[config.mk]
export PLATFORM = sky130hd
export DESIGN_NAME = cart_loader
export DESIGN_NICKNAME = d
export VERILOG_FILES = /design/src/rtl/cart_loader_pkg.sv /design/src/rtl/cart_loader.sv
export SDC_FILE = /design/constraint.sdc
export NUM_CORES = 1
export LEC_CHECK = 0
export ABC_AREA = 1
export BUFFER_PORTS_ARGS = -buffer_cell sky130_fd_sc_hd__buf_2
export CELL_PAD_IN_SITES_DETAIL_PLACEMENT = 1
export CELL_PAD_IN_SITES_GLOBAL_PLACEMENT = 1
export CORE_MARGIN = 10
export CORE_UTILIZATION = 32
export DETAILED_ROUTE_END_ITERATION = 8
export HOLD_SLACK_MARGIN = 0.15
export PLACE_DENSITY_LB_ADDON = 0.2
export SETUP_SLACK_MARGIN = 0.4
export SLEW_MARGIN = 10
export SYNTH_ARGS = -nofsm -noshare
export SYNTH_HDL_FRONTEND = slang
export SYNTH_SLANG_ARGS = --single-unit
[constraint.sdc]
create_clock -name clk_sys -period 3.4 [get_ports clk_sys]
set_clock_uncertainty 0.05 [all_clocks]
set_input_delay 0.17 -clock clk_sys [delete_from_list [all_inputs] [get_ports clk_sys]]
set_output_delay 0.17 -clock clk_sys [all_outputs]
set_load 0.05 [all_outputs]
[src/rtl/cart_loader_pkg.sv]
// Shared state type and size arithmetic for the cartridge download engine.
package cart_loader_pkg;

  typedef enum logic [2:0] {
    StIdle,
    StLoad,
    StDrain,
    StFill,
    StDone
  } state_e;

  // Smallest power of two >= size, capped at 2**aw; a zero size maps to zero.
  function automatic logic [31:0] ceil_pow2(input logic [31:0] size, input int unsigned aw);
    logic [31:0] result;
    logic [31:0] pow;
    logic        found;
    result = '0;
    found  = 1'b0;
    if (size != '0) begin
      for (int unsigned i = 0; i < 32; i++) begin
        pow = 32'd1 << i;
        if (!found && (i <= aw) && (pow >= size)) begin
          result = pow;
          found  = 1'b1;
        end
      end
      if (!found) begin
        result = 32'd1 << aw;
      end
    end
    return result;
  endfunction

endpackage

[src/rtl/cart_loader.sv]
// Cartridge download engine: ioctl byte stream to RAM write port through a one-entry
// buffer, with size tracking and optional power-of-two padding after the download.
module cart_loader
  import cart_loader_pkg::*;
#(
  parameter int unsigned AW         = 13,
  parameter logic [7:0]  SLOT_INDEX = 8'd1,
  parameter bit          PAD_P2     = 1'b1,
  parameter logic [7:0]  FILL_BYTE  = 8'hFF
) (
  input  logic          clk_sys,
  input  logic          reset,
  input  logic          ioctl_download,
  input  logic [7:0]    ioctl_index,
  input  logic          ioctl_wr,
  input  logic [24:0]   ioctl_addr,
  input  logic [7:0]    ioctl_dout,
  output logic          ioctl_wait,
  output logic [AW-1:0] mem_addr,
  output logic [7:0]    mem_data,
  output logic          mem_we,
  input  logic          mem_ready,
  output logic [AW:0]   cart_size,
  output logic [AW:0]   cart_size_p2,
  output logic          busy,
  output logic          load_done,
  output logic          overflow
);

  localparam logic [AW:0] MaxSize = {1'b1, {AW{1'b0}}};

  state_e        state_q, state_d;
  logic          dl_q;
  logic          buf_full_q, buf_full_d;
  logic [AW-1:0] buf_addr_q, buf_addr_d;
  logic [7:0]    buf_data_q, buf_data_d;
  logic [AW:0]   cart_size_q, cart_size_d;
  logic          overflow_q, overflow_d;
  logic [AW-1:0] fill_cnt_q, fill_cnt_d;

  logic          rise_match;
  logic          fall;
  logic          in_range;
  logic          write_ok;
  logic          in_fill;
  logic          start;
  logic [AW:0]   wr_size;
  logic [AW:0]   fill_last;

  assign rise_match = ioctl_download & ~dl_q & (ioctl_index == SLOT_INDEX);
  assign fall       = ~ioctl_download & dl_q;
  assign in_range   = (ioctl_addr[24:AW] == '0);
  assign wr_size    = {1'b0, ioctl_addr[AW-1:0]} + (AW+1)'(1);
  assign in_fill    = (state_q == StFill);
  assign write_ok   = mem_we & mem_ready;

  assign cart_size_p2 = (AW+1)'(ceil_pow2(32'(cart_size_q), AW));
  assign fill_last    = cart_size_p2 - (AW+1)'(1);

  // A matching download edge restarts the engine from any non-LOAD state.
  assign start = rise_match & (state_q != StLoad);

  always_comb begin
    state_d     = state_q;
    buf_full_d  = buf_full_q;
    buf_addr_d  = buf_addr_q;
    buf_data_d  = buf_data_q;
    cart_size_d = cart_size_q;
    overflow_d  = overflow_q;
    fill_cnt_d  = fill_cnt_q;

    unique case (state_q)
      StIdle: begin
      end

      StLoad: begin
        if (write_ok) begin
          buf_full_d = 1'b0;
        end
        // Bytes arriving while the buffer is occupied are dropped silently.
        if (ioctl_download && ioctl_wr && !buf_full_q) begin
          if (in_range) begin
            buf_full_d = 1'b1;
            buf_addr_d = ioctl_addr[AW-1:0];
            buf_data_d = ioctl_dout;
            if (wr_size > cart_size_q) begin
              cart_size_d = wr_size;
            end
          end else begin
            overflow_d  = 1'b1;
            cart_size_d = MaxSize;
          end
        end
        if (fall) begin
          state_d = StDrain;
        end
      end

      StDrain: begin
        if (write_ok) begin
          buf_full_d = 1'b0;
        end
        if (!buf_full_q) begin
          if (PAD_P2 && (cart_size_q != '0) && (cart_size_q != cart_size_p2)) begin
            state_d    = StFill;
            fill_cnt_d = cart_size_q[AW-1:0];
          end else begin
            state_d = StDone;
          end
        end
      end

      StFill: begin
        if (mem_ready) begin
          if ({1'b0, fill_cnt_q} == fill_last) begin
            state_d = StDone;
          end else begin
            fill_cnt_d = fill_cnt_q + AW'(1);
          end
        end
      end

      StDone: begin
        state_d = StIdle;
      end

      default: begin
        state_d = StIdle;
      end
    endcase

    if (start) begin
      state_d     = StLoad;
      buf_full_d  = 1'b0;
      cart_size_d = '0;
      overflow_d  = 1'b0;
      fill_cnt_d  = '0;
    end
  end

  always_ff @(posedge clk_sys or posedge reset) begin
    if (reset) begin
      state_q     <= StIdle;
      dl_q        <= 1'b0;
      buf_full_q  <= 1'b0;
      buf_addr_q  <= '0;
      buf_data_q  <= '0;
      cart_size_q <= '0;
      overflow_q  <= 1'b0;
      fill_cnt_q  <= '0;
    end else begin
      state_q     <= state_d;
      dl_q        <= ioctl_download;
      buf_full_q  <= buf_full_d;
      buf_addr_q  <= buf_addr_d;
      buf_data_q  <= buf_data_d;
      cart_size_q <= cart_size_d;
      overflow_q  <= overflow_d;
      fill_cnt_q  <= fill_cnt_d;
    end
  end

  always_comb begin
    mem_we     = buf_full_q | in_fill;
    mem_addr   = in_fill ? fill_cnt_q : buf_addr_q;
    mem_data   = in_fill ? FILL_BYTE : buf_data_q;
    ioctl_wait = buf_full_q;
    busy       = (state_q != StIdle);
    load_done  = (state_q == StDone);
    cart_size  = cart_size_q;
    overflow   = overflow_q;
  end

endmodule

== Word-level counts from Yosys, hierarchy flattened ==
Cells that the tools add are included.

* Register bits: 54
* Input bits: 46
* Word-level logic and storage cells: 167
* Output and inout port bits: 54

* $lt $le $gt $ge: 15
* $add $sub $neg: 3
* Mux-type cells: 73
* Equality and inequality tests: 17
* Bitwise gates (word level): 8
* Reductions and logical operators: 43

{| class="wikitable"
|+ Operator list
! operator !! count
|-
| 2-to-1 mux 14 bit || 17
|-
| 2-to-1 mux 13 bit || 6
|-
| 2-to-1 mux 1 bit || 37
|-
| one-hot mux 13 bit (2 select lines) || 1
|-
| 2-to-1 mux 3 bit || 7
|-
| logical AND 1 bit || 16
|-
| adder 13 x 1 -> 14 bit (second input constant) || 1
|-
| equality test 13 x 14 -> 1 bit || 1
|-
| >= comparator 1 x 14 -> 1 bit (first input constant) || 1
|-
| >= comparator 10 x 14 -> 1 bit (first input constant) || 1
|-
| >= comparator 11 x 14 -> 1 bit (first input constant) || 1
|-
| >= comparator 12 x 14 -> 1 bit (first input constant) || 1
|-
| >= comparator 13 x 14 -> 1 bit (first input constant) || 1
|-
| >= comparator 14 bit (first input constant) || 1
|-
| >= comparator 2 x 14 -> 1 bit (first input constant) || 1
|-
| >= comparator 3 x 14 -> 1 bit (first input constant) || 1
|-
| >= comparator 4 x 14 -> 1 bit (first input constant) || 1
|-
| >= comparator 5 x 14 -> 1 bit (first input constant) || 1
|-
| >= comparator 6 x 14 -> 1 bit (first input constant) || 1
|-
| >= comparator 7 x 14 -> 1 bit (first input constant) || 1
|-
| >= comparator 8 x 14 -> 1 bit (first input constant) || 1
|-
| >= comparator 9 x 14 -> 1 bit (first input constant) || 1
|-
| greater-than comparator 14 bit || 1
|-
| zero test 1 bit || 14
|-
| other kinds (27) || 44
|}

== Depth between registers and ports, before layout ==
Gate-level depths: netlist of the first run.

* Depth after elaboration: 63
* Gate-level depth with buffers: 26
* Depth with buffers taken out: 24

== Worst setup path after synthesis of the first run ==
OpenSTA, ideal clock, no wires.

* Path type: register to register
* Start point: reg cart_size_q[0] (netlist: cart_size[0])
* End point: reg fill_cnt_q[0]
* Data arrival time: 3.703 ns
* Path slack: -0.470 ns
* Required time: 3.233 ns
* Period minus slack after synthesis: 3.870 ns
* Cell stages (with the launch flop): 23
* Path buffers: 2
* Setup time: 0.117 ns
* Cell sequence: dfrtp_1 buf_4 nor2_8 nand2_2 nor2_1 nand2_1 nand2_1 inv_1 nand2_2 nand4_1 nor2_1 inv_1 ha_1 xor2_1 o21ai_0 nand3b_1 nor2_2 nand4_2 nor2_4 nand3_4 buf_4 nand3b_1 nand2_1

* Cells in the longest elaborated chain, start to end: 61
* Elaborated cells on any way between the ends: 96
* Classes of those cells: add/sub (1); order compare (14); eq/ne (4); mux (48); reduce/logical (29)

{| class="wikitable"
|+ RTL lines
! item !! line !! RTL
|-
| from (decl) || cart_loader.sv:37 || <nowiki>logic [AW:0] cart_size_q, cart_size_d;</nowiki>
|-
| from (signal assigned) || cart_loader.sv:157 || <nowiki>cart_size_q <= cart_size_d;</nowiki>
|-
| >= comparator 1 x 14 -> 1 bit || cart_loader_pkg.sv:22 || <nowiki>if (!found && (i <= aw) && (pow >= size)) begin</nowiki>
|-
| 2-to-1 mux 1 bit || cart_loader_pkg.sv:22 ||
|-
| 2-to-1 mux 1 bit || cart_loader_pkg.sv:19 || <nowiki>if (size != '0) begin</nowiki>
|-
| zero test 1 bit || cart_loader_pkg.sv:22 ||
|-
| logical AND 1 bit || cart_loader_pkg.sv:22 ||
|-
| 2-to-1 mux 1 bit || cart_loader_pkg.sv:22 ||
|-
| 2-to-1 mux 1 bit || cart_loader_pkg.sv:19 ||
|-
| zero test 1 bit || cart_loader_pkg.sv:22 ||
|-
| (+46 left out) || n/a ||
|-
| 2-to-1 mux 1 bit || cart_loader_pkg.sv:19 ||
|-
| 2-to-1 mux 14 bit || cart_loader_pkg.sv:27 || <nowiki>if (!found) begin</nowiki>
|-
| 2-to-1 mux 14 bit * || cart_loader_pkg.sv:19 ||
|-
| net cart_size_p2[0] || cart_loader.sv:24 || <nowiki>output logic [AW:0] cart_size_p2,</nowiki>
|-
| subtractor 14 x 1 -> 14 bit or inequality test 14 bit (tied branches) || cart_loader.sv:58, cart_loader.sv:104 ||
|-
| equality test 13 x 14 -> 1 bit or logical AND 1 bit (tied branches) || cart_loader.sv:115, cart_loader.sv:104 ||
|-
| inequality test 3 bit (no source line) || n/a ||
|-
| AND reduction 5 bit (no source line) * || n/a ||
|-
| to (signal assigned) || cart_loader.sv:159 || <nowiki>fill_cnt_q <= fill_cnt_d;</nowiki>
|-
| to (decl) || cart_loader.sv:39 || <nowiki>logic [AW-1:0] fill_cnt_q, fill_cnt_d;</nowiki>
|}

The timed path passes the listed nets; every way through them passes the cells marked *. The select of a mux whose other input is x is not followed.
A chain may end at the register's enable or synchronous reset.

== Worst setup path in the final report of the first run ==
* Start point: reg cart_size_q[2] (netlist: cart_size[2])
* End point: reg fill_cnt_q[4]

* Cells in the longest elaborated chain, start to end: 61
* Elaborated cells on any way between the ends: 92
* Classes of those cells: add/sub (1); order compare (14); eq/ne (4); mux (44); reduce/logical (29)

{| class="wikitable"
|+ RTL lines
! item !! line
|-
| >= comparator 1 x 14 -> 1 bit || cart_loader_pkg.sv:22
|-
| 2-to-1 mux 1 bit || cart_loader_pkg.sv:22
|-
| 2-to-1 mux 1 bit || cart_loader_pkg.sv:19
|-
| zero test 1 bit || cart_loader_pkg.sv:22
|-
| logical AND 1 bit || cart_loader_pkg.sv:22
|-
| 2-to-1 mux 1 bit || cart_loader_pkg.sv:22
|-
| 2-to-1 mux 1 bit || cart_loader_pkg.sv:19
|-
| zero test 1 bit || cart_loader_pkg.sv:22
|-
| (+45 left out) || n/a
|-
| 2-to-1 mux 1 bit || cart_loader_pkg.sv:22
|-
| 2-to-1 mux 1 bit || cart_loader_pkg.sv:19
|-
| 2-to-1 mux 14 bit || cart_loader_pkg.sv:27
|-
| 2-to-1 mux 14 bit || cart_loader_pkg.sv:19
|-
| subtractor 14 x 1 -> 14 bit or inequality test 14 bit (tied branches) || cart_loader.sv:58, cart_loader.sv:104
|-
| equality test 13 x 14 -> 1 bit or logical AND 1 bit (tied branches) || cart_loader.sv:115, cart_loader.sv:104
|-
| inequality test 3 bit (no source line) || n/a
|-
| AND reduction 5 bit (no source line) * || n/a
|}

Mark *: on every way between the ends. The rest lies on a longest branch, timed or not. The select of a mux whose other input is x is not followed.

==> flow_metrics.tcl, run 1 <==
set metrics [dict create \
    slew_headroom 0.604 \
    whs_endpoint "buf_addr_q[5]" \
    crit_required_ns 3.54 \
    synth_edf_count 0 \
    final.period_utilization 0.901 \
    cp_cell_sequence "nor2_4, nand2_4, nor2_4, nand2_1, nand2_1, nand2_2, nand4_1, nor2_4, inv_2, ha_4, nand2_4, nor2_4, nand3_4, nor2_2, nand2_1, nand2_1, nand3_2, nor2_4, nand3_4, nand3b_1, nand2_1" \
    power.density_nw_per_um2 234 \
    detailroute.via_count 5159 \
    timing_worst_setup_path_type "flip-flop to flip-flop" \
    r2r.worst_path.cells 21 \
    htree_levels 2 \
    max_stage_delay_on_crit_path_ns 0.44 \
    synthArstFlopShare 1.00 \
    drt_iter0_drc 245 \
    worst-endpoint-arrival_ns 3.20 \
    synthToLayoutAreaGrowth_pct 34.3 \
    layout-drive-gt1-share 0.344 \
    maxSlewViolCount 0 \
    sw_frac_of_total 0.306 \
    path_clk_slew_ns 0.07 \
    yosysTopAreaCellShare 0.285 \
    holdPathStages 3 \
    min-delay-path-class "input pin to flip-flop" \
    fp.coreArea_um2 14500 \
    layout.filler_cells 1908 \
    synth_cell_type_count 48 \
    avgRoutedWirePerCell_um 18.6 \
    start_util 0.327 \
    drt.antenna.violating_nets 0 \
    layout.area.seq_um2 1370 \
    antenna_cells 0 \
    critical_path.n_buffers_inverters 1 \
    postRouteWirelength_mm 19.1 \
    grt_use_total 0.185 \
    clock-root-buffer "sky130_fd_sc_hd__clkbuf_16" \
    r2r_start "cart_size[2]" \
    ys_seq_area_frac 0.285 \
    min-delay-start "ioctl_addr[5]" \
    p_clk_frac 0.347 \
    final_core_utilization 0.439 \
    timing.critical_path.fanout_max 8 \
    finish.net_count 908 \
    post-route-drc-count 0 \
    vdd_ir_drop_max_mv 0.195 \
    setup_tns_ns 0 \
    largest_net_degree_at_the_start_of_global_routing 40 \
    syn_nets 751 \
    floorplan.die_area_um2 20100 \
    number_of_antenna_violations_at_the_first_check_in_global_routing 0 \
    synth.yosys.warnings 0 \
    power.static_leakage_nw 3.37 \
    detail_route.vias_per_cell 5.01 \
    synth_area_leader_cell "sky130_fd_sc_hd__dfrtp_1" \
    setup_violations 0 \
    clkSinkCount 54 \
    fmax_mhz 326 \
    clk-insertion-delay-late_ns 0.30 \
    ios 100 \
    overflow 0 \
    power.net_switching_mw 0.455 \
    drt_pre_antenna_iters 4 \
    outcome "completed" \
    maxCapViolations 0 \
    ff2ff_setup_slack_ns 0.34 \
    syn_avg_cell_area_um2 6.90 \
    first_global_vias 5571 \
    finalWorstSetupSlack_ns 0.337 \
    final-hold-violation-count 0 \
    synth.area.top_cells "sky130_fd_sc_hd__dfrtp_1, sky130_fd_sc_hd__nand2_1, sky130_fd_sc_hd__inv_1, sky130_fd_sc_hd__nor2_1, sky130_fd_sc_hd__ha_1" \
    cts_tree "built" \
    p_int_mw 1.03 \
    synth_seq_cells 54 \
    p_comb_frac 0.189 \
    ys_dominant_reg_cell "sky130_fd_sc_hd__dfrtp_1" \
    critical_path.reg2reg.endpoint "fill_cnt_q[4]" \
    row_count 44 \
    cp_top_delay_family "simple AND/OR/NAND/NOR gates" \
    period_minus_slack_ns 3.06 \
    rsz0062_at_grt "true" \
    critical_path_depth 21 \
    critical-path-slowest-cell "sky130_fd_sc_hd__dfrtp_2" \
    power_frac_seq 0.464 \
    worst_setup_path_end_kind "flip-flop" \
    portBuffers 99 \
    synth_most_common_cell "sky130_fd_sc_hd__nand2_1" \
    cts_buffer_depth 2 \
    hold_slack_ns 0.159 \
    yosys-top-cells-count "sky130_fd_sc_hd__nand2_1, sky130_fd_sc_hd__inv_1, sky130_fd_sc_hd__nor2_1" \
    grt_first_pass_wirelength_mm 29.9 \
    cell_area_synth_um2 4750 \
    timing_worst_slew_pin_value_ns 0.590 \
    number_of_buffers_added_by_the_clock_tree_synthesis_step 5 \
    globalplace.congestion 0.903 \
    chipWidth_um 142 \
    die_h_um 142 \
    postSynthCellCount 688 \
    place.detailed.hpwl_mm 14.9 \
    totalPowerFinal_mw 1.49 \
    preCtsSetupSlack_ns 0.116 \
    worstSetupStartpointType "flip-flop" \
    multi_input_area_um2 3180 \
]
## layout by cell type (no fill, tap or decap), drive strengths merged, types with 2 or more instances in the layout
master,n
a211oi,2
a21oi,20
a31oi,5
buf,149
clkbuf,5
clkinvlp,2
dfrtp,54
dlygate4sd3,17
ha,17
inv,102
mux2,4
nand2,196
nand3,50
nand3b,8
nand4,16
nor2,80
nor3,12
nor4,5
o211ai,4
o21ai,42
o21bai,2
o22ai,16
or2,4
xor2,24
## repair_timing
item                                   CTS  global route
buffers inserted                        26            11
resized for setup                       25            39
endpoints found under the hold margin   40             0
pin swaps                               23            25
gates cloned                             2             1
setup endpoints to repair               16            30
hold buffers                            17             0
## power groups by stage
stage	logic (mW)	clock network [mW]	registers (mW)
2_1_floorplan	0.123	0	0.722
3_3_place_gp	0.236	0	0.705
3_5_place_dp	0.242	0	0.706
4_1_cts	0.274	0.528	0.690
5_1_grt	0.312	0.551	0.694
6_report	0.281	0.517	0.691
## sequential cells by signal, summed over array words and instances (netlist names)
signal / cells
buf_addr_q: 13
buf_data_q: 8
cart_size: 14
dl_q: 1
fill_cnt_q: 13
ioctl_wait: 1
overflow: 1
state_q: 3
## per-stage QoR
stage	instance area, um^2	cells
global placement	5500	965
detailed placement	5500	965
CTS	6130	1017
floorplan	4800	688
global route	6370	1029
finish	6370	1029
## worst reg2reg max path: cells and delay by family (launching register included)
kind | cells | cell delay [ns]
adders and majority gates | 1 | 0.16
buffers and inverters | 1 | 0.06
DFF | 1 | 0.44
and+or+nand+nor | 19 | 2.24
## per-layer routing
metal | track usage | routed length (um)
met3 | 0.0357 | 656
met2 | 0.330 | 9810
met5 | 0 | 0
met4 | 0.0441 | 375
met1 | 0.221 | 8260
## area by class of cell
| type | count | share of cell area |
|---|---|---|
| Timing Repair Buffer | 166 | 0.168 |
| Sequential cell | 54 | 0.215 |
| Clock buffer | 5 | 0.0196 |
| Clock inverter | 2 | 0.00236 |
| Tap cell | 184 | 0.0361 |
| Multi-Input combinational cell | 515 | 0.499 |
| Inverter | 103 | 0.0607 |
## worst max path at each step
stage	startpoint	to	slack (ns)
after floorplan	cart_size[0]	fill_cnt_q[0]	0.11
after global placement	cart_size[11]	fill_cnt_q[11]	0.20
after detailed placement	cart_size[11]	fill_cnt_q[11]	0.12
after CTS	cart_size[5]	fill_cnt_q[0]	0.39
after global routing	cart_size[5]	fill_cnt_q[5]	0.11
final	cart_size[2]	fill_cnt_q[4]	0.34
## kinds of logic after synthesis
kind of cell	count (synthesis)	synth area share
and+or+nand+nor	372	0.392
DFF	54	0.285
buffers and inverters	121	0.104
muxes	4	0.00949
adders and majority gates	17	0.0448
xor gates and xnor gates	25	0.0490
AOI/OAI and AO/OA	95	0.116
Power figures use the tool's default switching activity.
==> run 2, diff against run 1 <==
--- a/config.mk
+++ b/config.mk
@@ -5,8 +5,7 @@
 export SDC_FILE = /design/constraint.sdc
 export NUM_CORES = 1
 export LEC_CHECK = 0
-export ABC_AREA = 1
-export BUFFER_PORTS_ARGS = -buffer_cell sky130_fd_sc_hd__buf_2
+export BUFFER_PORTS_ARGS = -buffer_cell sky130_fd_sc_hd__buf_4
 export CELL_PAD_IN_SITES_DETAIL_PLACEMENT = 1
 export CELL_PAD_IN_SITES_GLOBAL_PLACEMENT = 1
 export CORE_MARGIN = 10
==> run 2 against run 1 <==
  * The run now ends with negative setup slack left
  * Synthesized area fell by 1.1%
  * Core utilization up 2.1 points
  * Maximum frequency fell by 12%
  * Via count is 3.4% higher
  * Final cell count is 8.6% lower
  * Register-to-register slack got worse by 0.43 ns
  * Sequential power is 20% higher
  * Global-route usage up 1.3 points
  * Critical path depth decreased by 7
  * Non-clock buffer count up 30
  * Critical path type unchanged
  * Critical endpoint is now fill_cnt_q[1]
  * Highest routed layer unchanged
==> flow_metrics.tcl, run 2 <==
set metrics [dict create \
    r2r_start "cart_size[7]" \
    worst_setup_path_end_kind "flip-flop" \
    post-route-drc-count 0 \
    avgRoutedWirePerCell_um 21.7 \
    chipWidth_um 141 \
    setup_violations 8 \
    layout-drive-gt1-share 0.344 \
    maxSlewViolCount 0 \
    min-delay-path-class "input pin to flip-flop" \
    violations_in_the_final_reports "negative setup slack" \
    place.detailed.hpwl_mm 15.8 \
    fin_area_um2 6660 \
    multi_input_area_um2 3230 \
    postRouteWirelength_mm 20.4 \
    cp_top_delay_family "simple AND/OR/NAND/NOR gates" \
    yosys-top-cells-count "sky130_fd_sc_hd__nand2_1, sky130_fd_sc_hd__dfrtp_1, sky130_fd_sc_hd__nand3_1, sky130_fd_sc_hd__o21ai_0, sky130_fd_sc_hd__nor2_1" \
    fp.coreArea_um2 14500 \
    p_comb_frac 0.357 \
    maxCapViolations 0 \
    final_core_utilization 0.460 \
    vdd_ir_drop_max_mv 0.200 \
    p_clk_frac 0.254 \
    detailroute.via_count 5335 \
    syn_avg_cell_area_um2 7.90 \
    portBuffers 99 \
    min-delay-start "ioctl_addr[4]" \
    totalPowerFinal_mw 2.13 \
    fmax_mhz 286 \
    hold_slack_ns 0.186 \
    synth.yosys.warnings 0 \
    drt_iter0_drc 310 \
    grt_use_total 0.198 \
    critical-path-slowest-cell "sky130_fd_sc_hd__or4b_1" \
    synth_cell_type_count 71 \
    ys_seq_area_frac 0.288 \
    max_ffs_per_register 14 \
    timing.critical_path.fanout_max 4 \
    final_cells 940 \
    synthToLayoutAreaGrowth_pct 41.8 \
    cp_cell_sequence "nor4_4, nand3_2, nor3_2, nand2_1, ha_4, inv_4, a31oi_4, mux2i_1, or4b_1, a311oi_2, buf_4, nand4_4, and2_4, mux2_4" \
    die_h_um 141 \
    drt.antenna.violating_nets 0 \
    ff2ff_setup_slack_ns -0.1 \
    setup_tns_ns -0.470 \
    synth_most_common_cell "sky130_fd_sc_hd__nand2_1" \
    whs_endpoint "cart_size[4]" \
    layout.area.seq_um2 1370 \
    number_of_buffers_added_by_the_clock_tree_synthesis_step 5 \
    power.net_switching_mw 0.796 \
    worstSetupStartpointType "flip-flop" \
    drt_pre_antenna_iters 4 \
    p_int_mw 1.33 \
    cts_tree "built" \
    rsz0062_at_grt "true" \
    period_minus_slack_ns 3.50 \
    final.period_utilization 1.03 \
    cell_area_synth_um2 4690 \
    first_global_vias 5662 \
    synth_edf_count 0 \
    globalplace.congestion 0.902 \
    ys_dominant_reg_cell "sky130_fd_sc_hd__dfrtp_1" \
    finalWorstSetupSlack_ns -0.0954 \
    power.density_nw_per_um2 319 \
    placedCellCount 891 \
    clkSinkCount 54 \
    number_of_antenna_violations_at_the_first_check_in_global_routing 0 \
    timing_worst_slew_pin_value_ns 0.720 \
    final-hold-violation-count 0 \
    largest_net_degree_at_the_start_of_global_routing 51 \
    critical_path.reg2reg.endpoint "fill_cnt_q[1]" \
    critical_path.n_buffers_inverters 2 \
    overflow 0 \
    yosysTopAreaCellShare 0.288 \
    detail_route.vias_per_cell 5.68 \
    ios 100 \
    start_util 0.324 \
    placed_area_um2 6000 \
    final_common_cell "sky130_fd_sc_hd__buf_4" \
    path_clk_slew_ns 0.07 \
    power.static_leakage_nw 3.05 \
    power_frac_seq 0.389 \
    postSynthCellCount 594 \
    syn_nets 657 \
    timing_worst_setup_path_type "flip-flop to flip-flop" \
    floorplan.die_area_um2 19900 \
    clk-insertion-delay-late_ns 0.30 \
    crit_required_ns 3.53 \
    row_count 44 \
    outcome "finished with violations" \
    clock-root-buffer "sky130_fd_sc_hd__clkbuf_16" \
    r2r.worst_path.cells 14 \
    synth_area_leader_cell "sky130_fd_sc_hd__dfrtp_1" \
    synth_seq_cells 54 \
    worst-endpoint-arrival_ns 3.63 \
    htree_levels 2 \
    holdPathStages 4 \
    preCtsSetupSlack_ns -0.0525 \
    synthArstFlopShare 1.00 \
    max_stage_delay_on_crit_path_ns 0.49 \
    synth.area.top_cells "sky130_fd_sc_hd__dfrtp_1, sky130_fd_sc_hd__nand2_1, sky130_fd_sc_hd__mux2_2, sky130_fd_sc_hd__nand3_1, sky130_fd_sc_hd__o21ai_0" \
    cts_buffer_depth 2 \
    layout.filler_cells 1747 \
    grt_first_pass_wirelength_mm 31.8 \
    sw_frac_of_total 0.374 \
    finish.net_count 818 \
    slew_headroom 0.518 \
    antenna_cells 0 \
    most-common-layout-cells "sky130_fd_sc_hd__buf_4, sky130_fd_sc_hd__nand2_1, sky130_fd_sc_hd__nand3_1" \
]
[run 2: changes by cell type in the layout (fill, tap and decap cells not counted), sizes merged, moves of 9 or more]
cell    change
xor2       -18
inv        -74
o211ai      +9
nand2     -124
nand2b     +13
mux2       +19
nor2       -44
and3       +12
o22ai      -13
buf        +23
xnor2      +15
[run 2: tightest hold or removal path, stage by stage]
cell                      delay, ns
sky130_fd_sc_hd__buf_4         0.10
sky130_fd_sc_hd__xnor2_1       0.09
sky130_fd_sc_hd__nand2_1       0.07
sky130_fd_sc_hd__o21ai_0       0.06
[run 2: timing repair]
item                                    4_1_cts  5_1_grt
buffers inserted                             11        6
hold buffers                                 24        0
gates resized for setup                      23       10
endpoints found under the setup margin       16       30
endpoints found under the hold margin        54        0
gates cloned                                  0        0
pin swaps                                    14       14
[run 2: layer usage]
| layer | global-route usage | up-vias | share of wire |
|---|---|---|---|
| met4 | 0.0701 | 0 | 0.031 |
| met5 | 0 | - | 0 |
| li1 | - | 2484 | - |
| met2 | 0.334 | 171 | 0.49 |
| met3 | 0.0373 | 32 | 0.056 |
| met1 | 0.244 | 2648 | 0.43 |
[run 2: how the worst max path moves through the flow]
stage | start | to | slack, ns | depth (start not counted)
after detailed placement | cart_size[9] | fill_cnt_q[12] | -0.05 | 15
after floorplan | cart_size[0] | fill_cnt_q[1] | -0.46 | 10
after global routing | cart_size[7] | fill_cnt_q[3] | -0.19 | 15
final | cart_size[7] | fill_cnt_q[1] | -0.1 | 14
after global placement | cart_size[12] | fill_cnt_q[1] | 0.07 | 14
after CTS | cart_size[6] | fill_cnt_q[1] | 0.002 | 14
[run 2: area by class of cell]
| class | instances | share of cell area |
|---|---|---|
| Clock buffer | 6 | 0.0209 |
| Tap cell | 184 | 0.0346 |
| Sequential cell | 54 | 0.205 |
| Clock inverter | 2 | 0.00188 |
| Timing Repair Buffer | 196 | 0.235 |
| Multi-Input combinational cell | 470 | 0.486 |
| Inverter | 28 | 0.0162 |
[run 2: logic make-up (layout without fill, tap and decap cells)]
family                   after synthesis  count (layout)  share of synthesized area
AND/OR/NAND/NOR                      261             261                      0.295
AO/OA/AOI/OAI                        145             145                      0.208
buffers and inverters                 70             232                     0.0616
flip-flops                            54              54                      0.288
multiplexers                          26              26                     0.0624
XOR/XNOR                              21              21                     0.0392
adder cells (fa/ha/maj)               17              17                     0.0453
[run 2: power groups by stage]
stage / registers (mW) / logic [mW] / clock network (mW)
4_1_cts: 0.820 / 0.744 / 0.549
3_3_place_gp: 0.835 / 0.632 / 0
3_5_place_dp: 0.834 / 0.650 / 0
6_report: 0.826 / 0.759 / 0.540
2_1_floorplan: 0.810 / 0.373 / 0
5_1_grt: 0.834 / 0.816 / 0.578
==> run 3, diff against run 2 <==
--- a/config.mk
+++ b/config.mk
@@ -13,6 +13,7 @@
 export DETAILED_ROUTE_END_ITERATION = 8
 export HOLD_SLACK_MARGIN = 0.15
 export PLACE_DENSITY_LB_ADDON = 0.2
+export RECOVER_POWER = 100
 export SETUP_SLACK_MARGIN = 0.4
 export SLEW_MARGIN = 10
 export SYNTH_ARGS = -nofsm -noshare
==> run 3 against run 2 <==
  * The run still ends with negative setup slack left
  * Non-clock buffer count stayed put
  * Die area stayed put
  * Register-to-register slack hardly changed
  * Critical path type unchanged
  * Highest routed layer unchanged
==> flow_metrics.tcl, run 3 (same netlist as run 2, synthesis figures left out) <==
set metrics [dict create \
    first_global_vias 5662 \
    postRouteWirelength_mm 20.4 \
    detail_route.vias_per_cell 5.67 \
    grt_use_total 0.198 \
    layout-drive-gt1-share 0.328 \
    vdd_ir_drop_max_mv 0.191 \
    avgRoutedWirePerCell_um 21.7 \
    preCtsSetupSlack_ns -0.0525 \
    htree_levels 2 \
    rsz0062_at_grt "true" \
    cp_top_delay_family "simple AND/OR/NAND/NOR gates" \
    cts_tree "built" \
    start_util 0.324 \
    globalplace.congestion 0.902 \
    worstSetupStartpointType "flip-flop" \
    worst_setup_path_end_kind "flip-flop" \
    detailroute.via_count 5326 \
    clk-insertion-delay-late_ns 0.30 \
    cp_cell_sequence "nor4_4, nand3_2, nor3_2, nand2_1, ha_4, inv_4, a31oi_4, mux2i_1, or4b_1, a311oi_2, buf_4, nand4_4, and2_4, mux2_4" \
    max_ffs_per_register 14 \
    place.detailed.hpwl_mm 15.8 \
    setup_tns_ns -0.489 \
    chipWidth_um 141 \
    ios 100 \
    largest_net_degree_at_the_start_of_global_routing 51 \
    floorplan.die_area_um2 19900 \
    outcome "finished with violations" \
    final_core_utilization 0.457 \
    critical_path.n_buffers_inverters 2 \
    row_count 44 \
    antenna_cells 0 \
    number_of_antenna_violations_at_the_first_check_in_global_routing 0 \
    violations_in_the_final_reports "negative setup slack" \
    crit_required_ns 3.53 \
    portBuffers 99 \
    number_of_buffers_added_by_the_clock_tree_synthesis_step 5 \
    finish.net_count 818 \
    timing.critical_path.fanout_max 4 \
    setup_violations 8 \
    slew_headroom 0.136 \
    timing_worst_slew_pin_value_ns 1.30 \
    power.density_nw_per_um2 320 \
    clkSinkCount 54 \
    overflow 0 \
    fp.coreArea_um2 14500 \
    post-route-drc-count 0 \
    timing_worst_setup_path_type "flip-flop to flip-flop" \
    min-delay-path-class "input pin to flip-flop" \
    r2r_start "cart_size[7]" \
    final-hold-violation-count 0 \
    critical-path-slowest-cell "sky130_fd_sc_hd__or4b_1" \
    min-delay-start "ioctl_addr[4]" \
    worst-endpoint-arrival_ns 3.63 \
    path_clk_slew_ns 0.07 \
    timing.critical_path.from "cart_size[7]" \
    max_stage_delay_on_crit_path_ns 0.49 \
    power.static_leakage_nw 3.03 \
    fmax_mhz 286 \
    period_minus_slack_ns 3.50 \
    drt_pre_antenna_iters 4 \
    maxCapViolations 0 \
    final.period_utilization 1.03 \
    cts_buffer_depth 2 \
    drt_iter0_drc 303 \
    clock-root-buffer "sky130_fd_sc_hd__clkbuf_16" \
    final_common_cell "sky130_fd_sc_hd__buf_4" \
    synthToLayoutAreaGrowth_pct 41.1 \
    maxSlewViolCount 0 \
    finalWorstSetupSlack_ns -0.0977 \
    grt_first_pass_wirelength_mm 31.8 \
    most-common-layout-cells "sky130_fd_sc_hd__buf_4, sky130_fd_sc_hd__nand2_1, sky130_fd_sc_hd__dfrtp_1" \
    die_h_um 141 \
    drt.antenna.violating_nets 0 \
]
## run 3: cell count changes in the layout (fill, tap and decap cells not counted)
cell                       change
sky130_fd_sc_hd__inv_2         -1
sky130_fd_sc_hd__dfrtp_1       +3
sky130_fd_sc_hd__clkbuf_4      +1
sky130_fd_sc_hd__buf_4         -9
sky130_fd_sc_hd__inv_1         +1
sky130_fd_sc_hd__dfrtp_2       -3
sky130_fd_sc_hd__clkbuf_1      +8
## run 3: final cells by class
type | instances | area (um^2)
clock buffer | 6 | 139
clock inverter | 2 | 12.5
fill | 1757 | 7860
inverter | 28 | 108
multi-input combinational | 470 | 3230
sequential | 54 | 1360
tap | 184 | 230
timing repair buffer | 196 | 1540
## run 3: layer usage
metal / part of all wire / vias up / GRT usage
met5: 0 / - / 0
met4: 0.032 / 0 / 0.0701
met3: 0.055 / 32 / 0.0373
met2: 0.49 / 163 / 0.334
met1: 0.43 / 2647 / 0.244
li1: - / 2484 / -
## run 3: path summary, 6_finish.rpt
kind                                      end  slack [ns]  cells past startpoint
worst max-delay path            fill_cnt_q[1]        -0.1                     14
worst min-delay path             cart_size[4]        0.19                      4
worst max register to register  fill_cnt_q[1]        -0.1                     14
worst min register to register       overflow        0.45                      1
max in group asynchronous       fill_cnt_q[5]        1.56                      4
min in group asynchronous       buf_addr_q[1]        0.73                      3
## run 3: timing repair
action | CTS | global route
setup buffers | 11 | 6
hold endpoints to repair | 54 | 0
setup endpoints to repair | 16 | 30
pin swaps | 14 | 14
gates resized for setup | 23 | 10
hold buffers | 24 | 0
## run 3: report_power, final
| part | leakage [nW] | internal (mW) | switching, mW |
|---|---|---|---|
| Clock | 0.0729 | 0.293 | 0.248 |
| Combinational | 2.24 | 0.325 | 0.427 |
| Sequential | 0.708 | 0.704 | 0.121 |
| Total | 3.03 | 1.32 | 0.795 |
## run 3: worst min-delay path, stage by stage
cell	delay, ns
sky130_fd_sc_hd__buf_4	0.10
sky130_fd_sc_hd__xnor2_1	0.09
sky130_fd_sc_hd__nand2_1	0.07
sky130_fd_sc_hd__o21ai_0	0.06
## run 3: metrics by stage
stage	instances	instance area, um^2	hold slack, ns	power, mW
2_1_floorplan	594	4800	0.151	1.18
3_3_place_gp	891	6000	0.255	1.47
3_5_place_dp	891	6000	0.256	1.48
4_1_cts	934	6580	0.185	2.11
5_1_grt	940	6620	0.203	2.22
6_report	940	6620	0.186	2.12
